`config.mk`:
```
export PLATFORM = sky130hd
export DESIGN_NAME = score_keeper
export DESIGN_NICKNAME = d
export VERILOG_FILES = /design/src/rtl/score_keeper.sv
export SDC_FILE = /design/constraint.sdc
export NUM_CORES = 1
export LEC_CHECK = 0
export CORE_UTILIZATION = 55
export DETAILED_ROUTE_END_ITERATION = 16
export PLACE_DENSITY = 0.8
export SETUP_SLACK_MARGIN = 0.05
export SLEW_MARGIN = 40
export SYNTH_ARGS = -nofsm -noshare
export SYNTH_HDL_FRONTEND = slang
export SYNTH_SLANG_ARGS = --single-unit
export TNS_END_PERCENT = 100
```
`constraint.sdc`:
```
create_clock -name clk_db -period 7.15 [get_ports clk_db]
set_input_delay 1.43 -clock clk_db [delete_from_list [all_inputs] [get_ports clk_db]]
set_output_delay 1.43 -clock clk_db [all_outputs]
set_load 0.005 [all_outputs]
```
`src/rtl/score_keeper.sv`:
```
// Two-team BCD score keeper fed by debounced button pulses and possession switches.
// Optional undo of the last accepted add is enabled with SCORE_UNDO_EN.
module score_keeper #(
    parameter logic [11:0] SAT_VALUE = 12'h999
) (
    input  logic        clk_db,
    input  logic        rst_n,
    input  logic        s0_p,
    input  logic        s1_p,
    input  logic        s2_p,
    input  logic        s3_p,
    input  logic        sw0_lvl,
    input  logic        sw7_lvl,
`ifdef SCORE_UNDO_EN
    input  logic        undo_p,
`endif
    output logic [11:0] score_a,
    output logic [11:0] score_b,
    output logic        poss_a,
    output logic        poss_b,
    output logic        poss_err,
    output logic        busy,
    output logic        last_team,
    output logic [1:0]  last_pts
);

    typedef enum logic {
        IDLE,
        ADD
    } state_t;

    state_t      state;
    logic [1:0]  rem;
    logic        tgt;
    logic        any_add;
    logic [1:0]  pts;
    logic [11:0] cur;

    function automatic logic [11:0] bcd_inc(input logic [11:0] v);
        logic [3:0] h, t, o;
        {h, t, o} = v;
        if (o == 4'd9) begin
            o = 4'd0;
            if (t == 4'd9) begin
                t = 4'd0;
                h = (h == 4'd9) ? 4'd0 : h + 4'd1;
            end else begin
                t = t + 4'd1;
            end
        end else begin
            o = o + 4'd1;
        end
        return {h, t, o};
    endfunction

`ifdef SCORE_UNDO_EN
    // BCD ordering matches numeric ordering, so a plain compare finds the floor case
    function automatic logic [11:0] bcd_sub(input logic [11:0] v,
                                            input logic [1:0]  k);
        logic [3:0] h, t, o;
        logic [3:0] kk;
        kk = {2'b00, k};
        {h, t, o} = v;
        if (v < {8'd0, kk}) begin
            return 12'h000;
        end
        if (o >= kk) begin
            o = o - kk;
        end else begin
            o = o + 4'd10 - kk;
            if (t == 4'd0) begin
                t = 4'd9;
                h = h - 4'd1;
            end else begin
                t = t - 4'd1;
            end
        end
        return {h, t, o};
    endfunction
`endif

    always_comb begin
        any_add = s1_p | s2_p | s3_p;
        pts     = 2'd1;
        if (s3_p) begin
            pts = 2'd3;
        end else if (s2_p) begin
            pts = 2'd2;
        end
        cur = tgt ? score_b : score_a;
    end

    always_ff @(posedge clk_db or negedge rst_n) begin
        if (!rst_n) begin
            state     <= IDLE;
            rem       <= 2'd0;
            tgt       <= 1'b0;
            score_a   <= 12'h000;
            score_b   <= 12'h000;
            poss_a    <= 1'b0;
            poss_b    <= 1'b0;
            poss_err  <= 1'b0;
            busy      <= 1'b0;
            last_team <= 1'b0;
            last_pts  <= 2'd0;
        end else begin
            poss_a   <= sw0_lvl & ~sw7_lvl;
            poss_b   <= sw7_lvl & ~sw0_lvl;
            poss_err <= (sw0_lvl == sw7_lvl);
            case (state)
                IDLE: begin
                    if (s0_p) begin
                        score_a  <= 12'h000;
                        score_b  <= 12'h000;
                        last_pts <= 2'd0;
                    end else if (any_add && !poss_err) begin
                        tgt       <= poss_b;
                        rem       <= pts;
                        last_team <= poss_b;
                        last_pts  <= pts;
                        state     <= ADD;
                        busy      <= 1'b1;
                    end
`ifdef SCORE_UNDO_EN
                    else if (!any_add && undo_p && last_pts != 2'd0) begin
                        if (last_team) begin
                            score_b <= bcd_sub(score_b, last_pts);
                        end else begin
                            score_a <= bcd_sub(score_a, last_pts);
                        end
                        last_pts <= 2'd0;
                    end
`endif
                end
                ADD: begin
                    if (s0_p) begin
                        score_a  <= 12'h000;
                        score_b  <= 12'h000;
                        last_pts <= 2'd0;
                        rem      <= 2'd0;
                        state    <= IDLE;
                        busy     <= 1'b0;
                    end else if (cur == SAT_VALUE) begin
                        rem   <= 2'd0;
                        state <= IDLE;
                        busy  <= 1'b0;
                    end else begin
                        if (tgt) begin
                            score_b <= bcd_inc(cur);
                        end else begin
                            score_a <= bcd_inc(cur);
                        end
                        rem <= rem - 2'd1;
                        if (rem == 2'd1) begin
                            state <= IDLE;
                            busy  <= 1'b0;
                        end
                    end
                end
                default: begin
                    state <= IDLE;
                    busy  <= 1'b0;
                end
            endcase
        end
    end

endmodule
```
==> results of run 1 <==
## flip-flops by register name (all words and copies together), names as in the netlist
| name | cells |
|---|---|
| score_a | 12 |
| poss_b | 1 |
| poss_err | 1 |
| state | 1 |
| rem | 2 |
| last_pts | 2 |
| poss_a | 1 |
| tgt | 1 |
| score_b | 12 |
| busy | 1 |
## per-layer routing
metal / up-vias / GRT usage [%] / routed length, µm
met5: - / 0 / 0
met4: 0 / 9.01 / 75
met3: 7 / 6.02 / 165
met2: 39 / 41.7 / 2200
met1: 775 / 29.3 / 1830
li1: 745 / - / -
## layout make-up
type,instances,share of cell area (%)
well taps,46,2.33
clock buffers,7,2.22
clock inverters,1,0.202
inverters,14,2.12
multi-input cells,133,43.0
repair buffers,39,15.7
flip-flops and latches,34,34.4
## synth_stat cells, types with 3 or more instances
cell     instances  area [µm²]
dfrtp_1         34         851
nor2_1          15        56.3
mux2_4           7         105
mux2i_1          6        60.1
nor2b_1          4        25.0
mux2_1           9         101
xor2_1           3        26.3
mux2_2           8        90.1
a21oi_1          8        40.0
nand2_1         10        37.5
o22ai_1          4        25.0
nor3_1           5        25.0
o21ai_0          7        35.0
inv_1           14        52.6
ha_1             9         113
## cells by family (layout without fill, tap and decap cells)
| logic type | Yosys count | after routing | synth area share, % |
|---|---|---|---|
| mux | 30 | 30 | 17.7 |
| flops | 34 | 34 | 42.3 |
| compound gates | 37 | 37 | 12.9 |
| simple gates | 53 | 53 | 15.0 |
| buf+inv | 20 | 61 | 4.85 |
| fa+ha+maj | 9 | 9 | 5.59 |
| xor+xnor | 4 | 4 | 1.74 |
## power by group through the flow
stage / combinational [mW] / sequential, mW / clock [mW]
6_report: 0.0925 / 0.231 / 0.113
5_1_grt: 0.102 / 0.234 / 0.123
4_1_cts: 0.0937 / 0.231 / 0.114
3_5_place_dp: 0.0931 / 0.234 / 0
3_3_place_gp: 0.0889 / 0.233 / 0
2_1_floorplan: 0.0687 / 0.221 / 0
## through the flow
step / std cells / setup slack [ns] / area [µm²]
after floorplan: 187 / 4.60 / 2010
after global placement: 266 / 3.90 / 2410
after detailed placement: 266 / 3.85 / 2410
after CTS: 274 / 3.82 / 2470
after global routing: 274 / 3.98 / 2470
final: 274 / 4.11 / 2470
## path summary, 6_finish.rpt
kind                                   from                      end  slack (ns)  cells after the start
max                         tgt$_DFFE_PN0P_                last_team        4.11                      1
min                        busy$_DFFE_PN0P_         busy$_DFFE_PN0P_        0.51                      1
max reg2reg                 tgt$_DFFE_PN0P_  score_b[10]$_DFFE_PN0P_        4.16                      7
min reg2reg                busy$_DFFE_PN0P_         busy$_DFFE_PN0P_        0.51                      1
max in group asynchronous             rst_n          tgt$_DFFE_PN0P_        5.32                      2
min in group asynchronous             rst_n   score_b[0]$_DFFE_PN0P_        1.49                      2
==> run_results.csv, run 1 <==
group,metric,value,unit
status,status,"finished, final reports clean",
floorplanning,die_height,62.5,µm
cts,ctsHoldBuffers,0,
detailed_routing,viasPerCell,5.72,
critical_path,crit_type,"flop to output port",
pwr,clock_power_share,25.8,%
cts,cts-root-buf,"clkbuf_4",
synth,ys_types,48,
timing,rsz0062_at_grt,"false",
cts,postCtsSetupBuffers,0,
min_path,holdCritPathClass,"flop to flop",
layout,finalNetCount,244,
cts,path_clk_slew,0.10,ns
layout,mostFrequentLayoutCells,"clkdlybuf4s50_1, dfrtp_1, nor2_1",
pwr,ir_drop,0.124,mV
flow_run,cap_violations,0,
synth,synthCells,187,
synth,synth.avg_cell_area,10.8,µm²
cts,cts_made_buffers,5,
timing,slew_headroom,57.1,%
critical_path,crit_path_start_kind,"flop",
critical_path,required,5.72,ns
pwr,power.density,176,nW/µm²
timing,tns,0,ns
layout,synthToLayoutAreaGrowth,22.9,%
layout,drive_above_1_share,15.4,%
synth,ys_ff_latch,34,
layout,multi_input_area,1060,µm²
critical_path,cp-end-kind,"output port",
cts,cts_resized,0,
global_route,grt_pass1_wl,7410,µm
cts,insertion_delay,0.35,ns
critical_path,crit_chain,"clkdlybuf4s50_1",
synth,syn_nets,204,
cts,cts.sinks,34,
detailed_routing,drt_wl_total,4270,µm
floorplanning,coreArea,3420,µm²
layout,seqCellArea,852,µm²
synth,ys_warn_count,0,
timing,fmax,329,MHz
layout,antenna_cells,0,
cts,htree_levels,2,
critical_path,arrival,1.61,ns
synth,synth-seq-area-share,42.3,%
floorplanning,die_w,62.5,µm
detailed_routing,vias,1566,
place,gp_congestion,0.869,
pwr,power.leakage,1.11,nW
timing,worst_slew_pin_slew,0.642,ns
timing,maxSlewViolCount,0,
detailed_routing,dr.pass1.iters,5,
floorplanning,ios,39,
timing,hold_viol_final,0,
detailed_routing,ant_nets,0,
layout,final_util,72.5,%
place,port_buffers,38,
pwr,comb_power_share,21.2,%
critical_path,worst-path-buf-inv,1,
synth,netlist_area,2010,µm²
detailed_routing,drt_iter0_markers,89,
synth,synth-edff-count,0,
global_route,antenna_found_initial,0,
critical_path,worstPathMaxFanout,27,
cts,clk_path_buf_depth,2,
timing,final.setup_skew,0.0119,ns
global_route,grt_usage,24.3,%
layout,mostFrequentLayoutCell,"clkdlybuf4s50_1",
timing,period_share,42.5,%
timing,setup_viol,0,
floorplanning,die_area,3910,µm²
pwr,p_int,0.304,mW
critical_path,cpPeakStageDelay,0.67,ns
pwr,sw_frac_of_total,30.2,%
place,hpwl,3130,µm
cts,cts_tree,"built",
global_route,grt_overflow_total,0,
floorplanning,initial_utilization,58.9,%
global_route,grt_max_degree,35,
timing,whs,0.514,ns
synth,synth-async-reset-ratio,100,%
critical_path,critPathSlowestCell,"dfrtp_2",
pwr,switchingPower,0.132,mW
global_route,grt_pass1_vias,1534,
pwr,total_power,0.436,mW
pwr,seqPwrFrac,52.9,%
detailed_routing,wl_per_cell,15.6,µm
detailed_routing,drc,0,
critical_path,cp_top_family,"flip-flops",
timing,layout_min_cycle_time,3.04,ns
layout,fill_cells,272,
synth,ys.flop_type,"dfrtp_1",
floorplanning,std_cell_rows,21,
(Power assumes the default switching activity.)
==> inputs of run 2 (changes only) <==
CORE_UTILIZATION = 47   (was 55)
PLACE_DENSITY = 0.72   (was 0.8)
clock period = 2.56 ns   (was 7.15 ns; I/O delays follow)
==> run 2 against run 1 <==
Effect of this change: global-route usage shrank 3.5 points; final cell count grew 4.0%; sequential share of layout area shrank 1.5 points; clock power grew to 3.3 times the previous value; die area grew 16%; first-iteration DRC count shrank 10%; sequential cell count is the same; wire length shrank 2.5%; critical endpoint is now score_a[10]$_DFFE_PN0P_.
==> run_results.csv, run 2 (synthesis results as in run 1) <==
group,metric,value,unit
place,place_area,2470,µm²
critical_path,worstPathMaxFanout,11,
layout,mostFrequentLayoutCell,"clkdlybuf4s50_1",
timing,tns,0,ns
detailed_routing,ant_nets,0,
status,status,"finished, final reports clean",
critical_path,critPathSlowestCell,"dfrtp_2",
critical_path,crit_path_start_kind,"flop",
cts,cts.sinks,34,
pwr,power.density,507,nW/µm²
layout,seqCellArea,852,µm²
layout,finalInstanceArea,2590,µm²
detailed_routing,wl_per_cell,14.6,µm
global_route,grt_pass1_vias,1524,
timing,worst_slew_pin_slew,0.476,ns
detailed_routing,vias,1588,
critical_path,required,2.79,ns
critical_path,crit_chain,"buf_6, mux2i_4, ha_1, and4bb_2, o22ai_4, buf_4, or3_1, a21oi_2, mux2_4",
detailed_routing,viasPerCell,5.57,
timing,maxSlewViolCount,0,
flow_run,cap_violations,0,
timing,hold_viol_final,0,
timing,period_share,95.1,%
global_route,grt_pass1_wl,6940,µm
min_path,holdCritPathClass,"flop to flop",
detailed_routing,drt_wl_total,4160,µm
floorplanning,std_cell_rows,23,
critical_path,cp_top_family,"simple AND/OR/NAND/NOR gates",
layout,antenna_cells,0,
timing,fmax,411,MHz
timing,layout_min_cycle_time,2.43,ns
floorplanning,die_w,67.4,µm
floorplanning,die_height,67.4,µm
pwr,ir_drop,0.367,mV
floorplanning,die_area,4550,µm²
layout,top_regs,"score_a (12), score_b (12)",
cts,cts_made_buffers,5,
timing,slew_headroom,68.0,%
layout,fill_cells,293,
cts,path_clk_slew,0.07,ns
layout,drive_above_1_share,19.6,%
floorplanning,coreArea,4060,µm²
layout,synthToLayoutAreaGrowth,28.5,%
critical_path,crit_type,"flop to flop",
global_route,antenna_found_initial,0,
pwr,power.leakage,1.16,nW
layout,mostFrequentLayoutCells,"clkdlybuf4s50_1, dfrtp_1, nor2_1",
critical_path,reg2reg_depth,9,
global_route,grt_usage,20.8,%
floorplanning,ios,39,
cts,insertion_delay,0.29,ns
min_path,min_path_cells,1,
timing,setup_viol,0,
critical_path,cpPeakStageDelay,0.45,ns
cts,htree_levels,2,
timing,final.setup_skew,0.00658,ns
layout,multi_input_area,1090,µm²
cts,cts_tree,"built",
critical_path,worst-path-buf-inv,2,
floorplanning,initial_utilization,49.6,%
global_route,grt_max_degree,35,
detailed_routing,drt_iter0_markers,80,
place,port_buffers,38,
timing,rsz0062_at_grt,"false",
layout,finalNetCount,252,
global_route,grt_overflow_total,0,
critical_path,cp-end-kind,"flop",
cts,ctsHoldBuffers,0,
cts,cts-root-buf,"clkbuf_8",
critical_path,reg2reg_slack,0.13,ns
place,gp_congestion,0.880,
detailed_routing,drc,0,
detailed_routing,dr.pass1.iters,4,
critical_path,critical_path_depth,9,
cts,clk_path_buf_depth,2,
place,hpwl,3020,µm
critical_path,arrival,2.66,ns
[run 2: cell types whose count changed in the layout (fill, tap and decap cells not counted), sizes merged]
cell    previous run  this run
clkbuf             7         5
clkinv             1         2
buf                1         9
[run 2: layout make-up]
| class | instances | area share (%) |
|---|---|---|
| multi-input combinational | 133 | 42.1 |
| sequential | 34 | 32.9 |
| timing repair buffer | 47 | 17.5 |
| clock buffer | 5 | 2.66 |
| tap | 50 | 2.42 |
| inverter | 14 | 2.03 |
| clock inverter | 2 | 0.387 |
[run 2: power breakdown]
group	internal [mW]	switching [mW]	total (mW)
sequential	0.579	0.0438	0.623
combinational	0.166	0.148	0.314
clock	0.182	0.192	0.374
total	0.928	0.383	1.31
[run 2: worst paths after layout]
kind,from,endpoint
max in group asynchronous,rst_n,tgt$_DFFE_PN0P_
max reg2reg,tgt$_DFFE_PN0P_,score_a[10]$_DFFE_PN0P_
min in group asynchronous,rst_n,score_b[3]$_DFFE_PN0P_
min reg2reg,busy$_DFFE_PN0P_,busy$_DFFE_PN0P_
min,busy$_DFFE_PN0P_,busy$_DFFE_PN0P_
max,tgt$_DFFE_PN0P_,score_a[10]$_DFFE_PN0P_
[run 2: routing by layer]
| metal | GRT usage [%] | vias up | wire, µm |
|---|---|---|---|
| met4 | 8.78 | 0 | 62 |
| met3 | 5.07 | 6 | 157 |
| met2 | 34.8 | 39 | 1950 |
| met5 | 0 | - | 0 |
| li1 | - | 766 | - |
| met1 | 25.5 | 777 | 1990 |
[run 2: what timing repair did]
action,CTS,global route
cloned,0,0
gates resized for setup,2,6
buffers inserted,1,0
setup endpoints to repair,9,4
[run 2: through the flow]
stage	hold slack [ns]	worst slack (ns)	power [mW]	instances	util, %
final	0.499	0.125	1.31	285	63.8
after global routing	0.536	0.0348	1.38	285	63.8
after CTS	0.503	0.0555	1.31	285	63.2
after detailed placement	0.484	-0.0714	0.928	277	60.9
after global placement	0.481	0.0527	0.916	277	60.9
after floorplan	0.216	0.0529	0.813	187	-
==> inputs of run 3 (changes only) <==
CORE_UTILIZATION = 52   (was 47)
PLACE_DENSITY = 0.76   (was 0.72)
clock period = 2.6 ns   (was 2.56 ns; I/O delays follow)
==> run 3 against run 2 <==
Effect of this change: clock skew is essentially flat; via count shrank 0.88%; non-clock buffer count unchanged; register-to-register slack gained 0.03 ns; critical path depth unchanged; sequential cell count unchanged; core utilization grew 5.8 points; wire length grew 1.8%; fmax fell by 0.29%; clock-buffer cell count did not move; worst hold slack worse by 0.0065 ns; die area decreased by 9.3%; critical endpoint unchanged; largest cell class unchanged; largest power group unchanged; highest routed layer unchanged.
==> run_results.csv, run 3 (synthesis results as in run 1) <==
group,metric,value,unit
critical_path,timing.rr.start,"tgt$_DFFE_PN0P_",
place,hpwl,3080,µm
timing,rsz0062_at_grt,"false",
timing,hold_viol_final,0,
detailed_routing,drt_iter0_markers,66,
critical_path,worstPathMaxFanout,10,
timing,tns,0,ns
timing,period_share,93.9,%
global_route,grt_usage,23.4,%
layout,synthToLayoutAreaGrowth,27.5,%
detailed_routing,vias,1574,
pwr,total_power,1.28,mW
detailed_routing,wl_per_cell,15.0,µm
floorplanning,initial_utilization,54.6,%
timing,layout_min_cycle_time,2.44,ns
critical_path,crit_path_start_kind,"flop",
critical_path,arrival,2.67,ns
status,status,"finished, final reports clean",
cts,clk_path_buf_depth,2,
pwr,power.leakage,1.16,nW
cts,cts_tree,"built",
timing,worst_slack,0.158,ns
min_path,holdPathEnd,"busy$_DFFE_PN0P_",
cts,postCtsSetupBuffers,0,
timing,setup_viol,0,
pwr,power.density,498,nW/µm²
critical_path,required,2.83,ns
min_path,holdCritPathClass,"flop to flop",
min_path,min_path_cells,1,
timing,whs,0.492,ns
global_route,grt_pass1_wl,7310,µm
layout,mostFrequentLayoutCell,"clkdlybuf4s50_1",
layout,finalNetCount,252,
timing,worst_slew_pin_slew,0.469,ns
detailed_routing,drt_wl_total,4240,µm
layout,top_regs,"score_a (12), score_b (12)",
pwr,ir_drop,0.370,mV
layout,drive_above_1_share,18.7,%
cts,cts_made_buffers,5,
layout,antenna_cells,0,
layout,final_cells,283,
floorplanning,die_w,64.2,µm
floorplanning,coreArea,3690,µm²
floorplanning,ios,39,
timing,slew_headroom,68.5,%
detailed_routing,viasPerCell,5.56,
flow_run,cap_violations,0,
critical_path,crit_type,"flop to flop",
floorplanning,std_cell_rows,22,
place,port_buffers,38,
place,gp_congestion,0.858,
critical_path,reg2reg_depth,9,
critical_path,reg2reg_slack,0.16,ns
min_path,hp-start,"busy$_DFFE_PN0P_",
cts,htree_levels,2,
global_route,grt_max_degree,35,
timing,final.setup_skew,0.00617,ns
cts,path_clk_slew,0.07,ns
cts,cts-root-buf,"clkbuf_8",
layout,fill_cells,276,
global_route,grt_overflow_total,0,
timing,maxSlewViolCount,0,
detailed_routing,ant_nets,0,
critical_path,r2r-end,"score_a[10]$_DFFE_PN0P_",
cts,cts.sinks,34,
place,place_ws,0.133,ns
critical_path,crit_start,"tgt$_DFFE_PN0P_",
timing,fmax,410,MHz
global_route,antenna_found_initial,0,
floorplanning,die_area,4120,µm²
detailed_routing,drc,0,
cts,insertion_delay,0.28,ns
floorplanning,die_height,64.2,µm
layout,mostFrequentLayoutCells,"clkdlybuf4s50_1, dfrtp_1, nor2_1",
detailed_routing,dr.pass1.iters,4,
critical_path,cp-end-kind,"flop",
global_route,grt_pass1_vias,1591,
place,placed_cells,276,
-- run 3: cell count changes in the layout (fill, tap and decap cells not counted) --
cell	before	now
a21oi_1	7	8
a21oi_2	1	0
and4b_1	0	1
and4b_2	2	1
buf_4	8	9
buf_6	1	0
mux2i_2	0	1
mux2i_4	1	0
o21ai_0	6	7
o21ai_1	2	1
o21ai_2	2	1
o21ai_4	0	1
o22a_2	0	1
o22a_4	1	0
-- run 3: cell type report --
type / instances / area, µm² / area share [%]
repair buffers: 47 / 448 / 17.4
well taps: 48 / 60.1 / 2.34
inverters: 14 / 52.6 / 2.05
flip-flops and latches: 34 / 852 / 33.2
multi-input cells: 133 / 1080 / 41.9
clock inverters: 2 / 10.0 / 0.390
clock buffers: 5 / 68.8 / 2.68
-- run 3: how the worst max path moves through the flow --
stage	to	slack [ns]	cells past startpoint
after floorplan	score_b[10]$_DFFE_PN0P_	0.08	9
after global placement	score_a[1]$_DFFE_PN0P_	0.26	6
after detailed placement	score_b[10]$_DFFE_PN0P_	0.13	9
after CTS	score_a[10]$_DFFE_PN0P_	0.10	9
after global routing	score_a[10]$_DFFE_PN0P_	0.05	9
final	score_a[10]$_DFFE_PN0P_	0.16	9
-- run 3: timing repair --
item / in CTS / in global routing
setup endpoints to repair: 0 / 3
gates resized for setup: 0 / 3
hold buffers: 0 / 0
-- run 3: metal layers --
| layer | up-vias | global-route usage, % | routed length [µm] |
|---|---|---|---|
| met2 | 35 | 38.0 | 2000 |
| met4 | 0 | 10.3 | 61 |
| met1 | 764 | 30.0 | 2050 |
| li1 | 768 | - | - |
| met5 | - | 0 | 0 |
| met3 | 7 | 4.82 | 129 |
-- run 3: worst max-delay path: stages (launching register included) --
cell,delay (ns)
dfrtp_2,0.42
buf_4,0.19
mux2i_2,0.26
ha_1,0.20
and4bb_2,0.30
o22ai_4,0.09
buf_4,0.18
or3_1,0.35
a21oi_1,0.20
mux2_4,0.17
-- run 3: per-stage QoR --
stage                     util [%]  instance area, µm²
final                         69.6                2570
after global routing          69.6                2570
after CTS                     69.3                2550
after detailed placement      67.1                2480
after global placement        67.1                2480
after floorplan                  -                2010
-- run 3: where the power goes --
group          switching, mW  internal (mW)
sequential            0.0418          0.571
clock                  0.182          0.179
combinational          0.147          0.159
total                  0.370          0.909
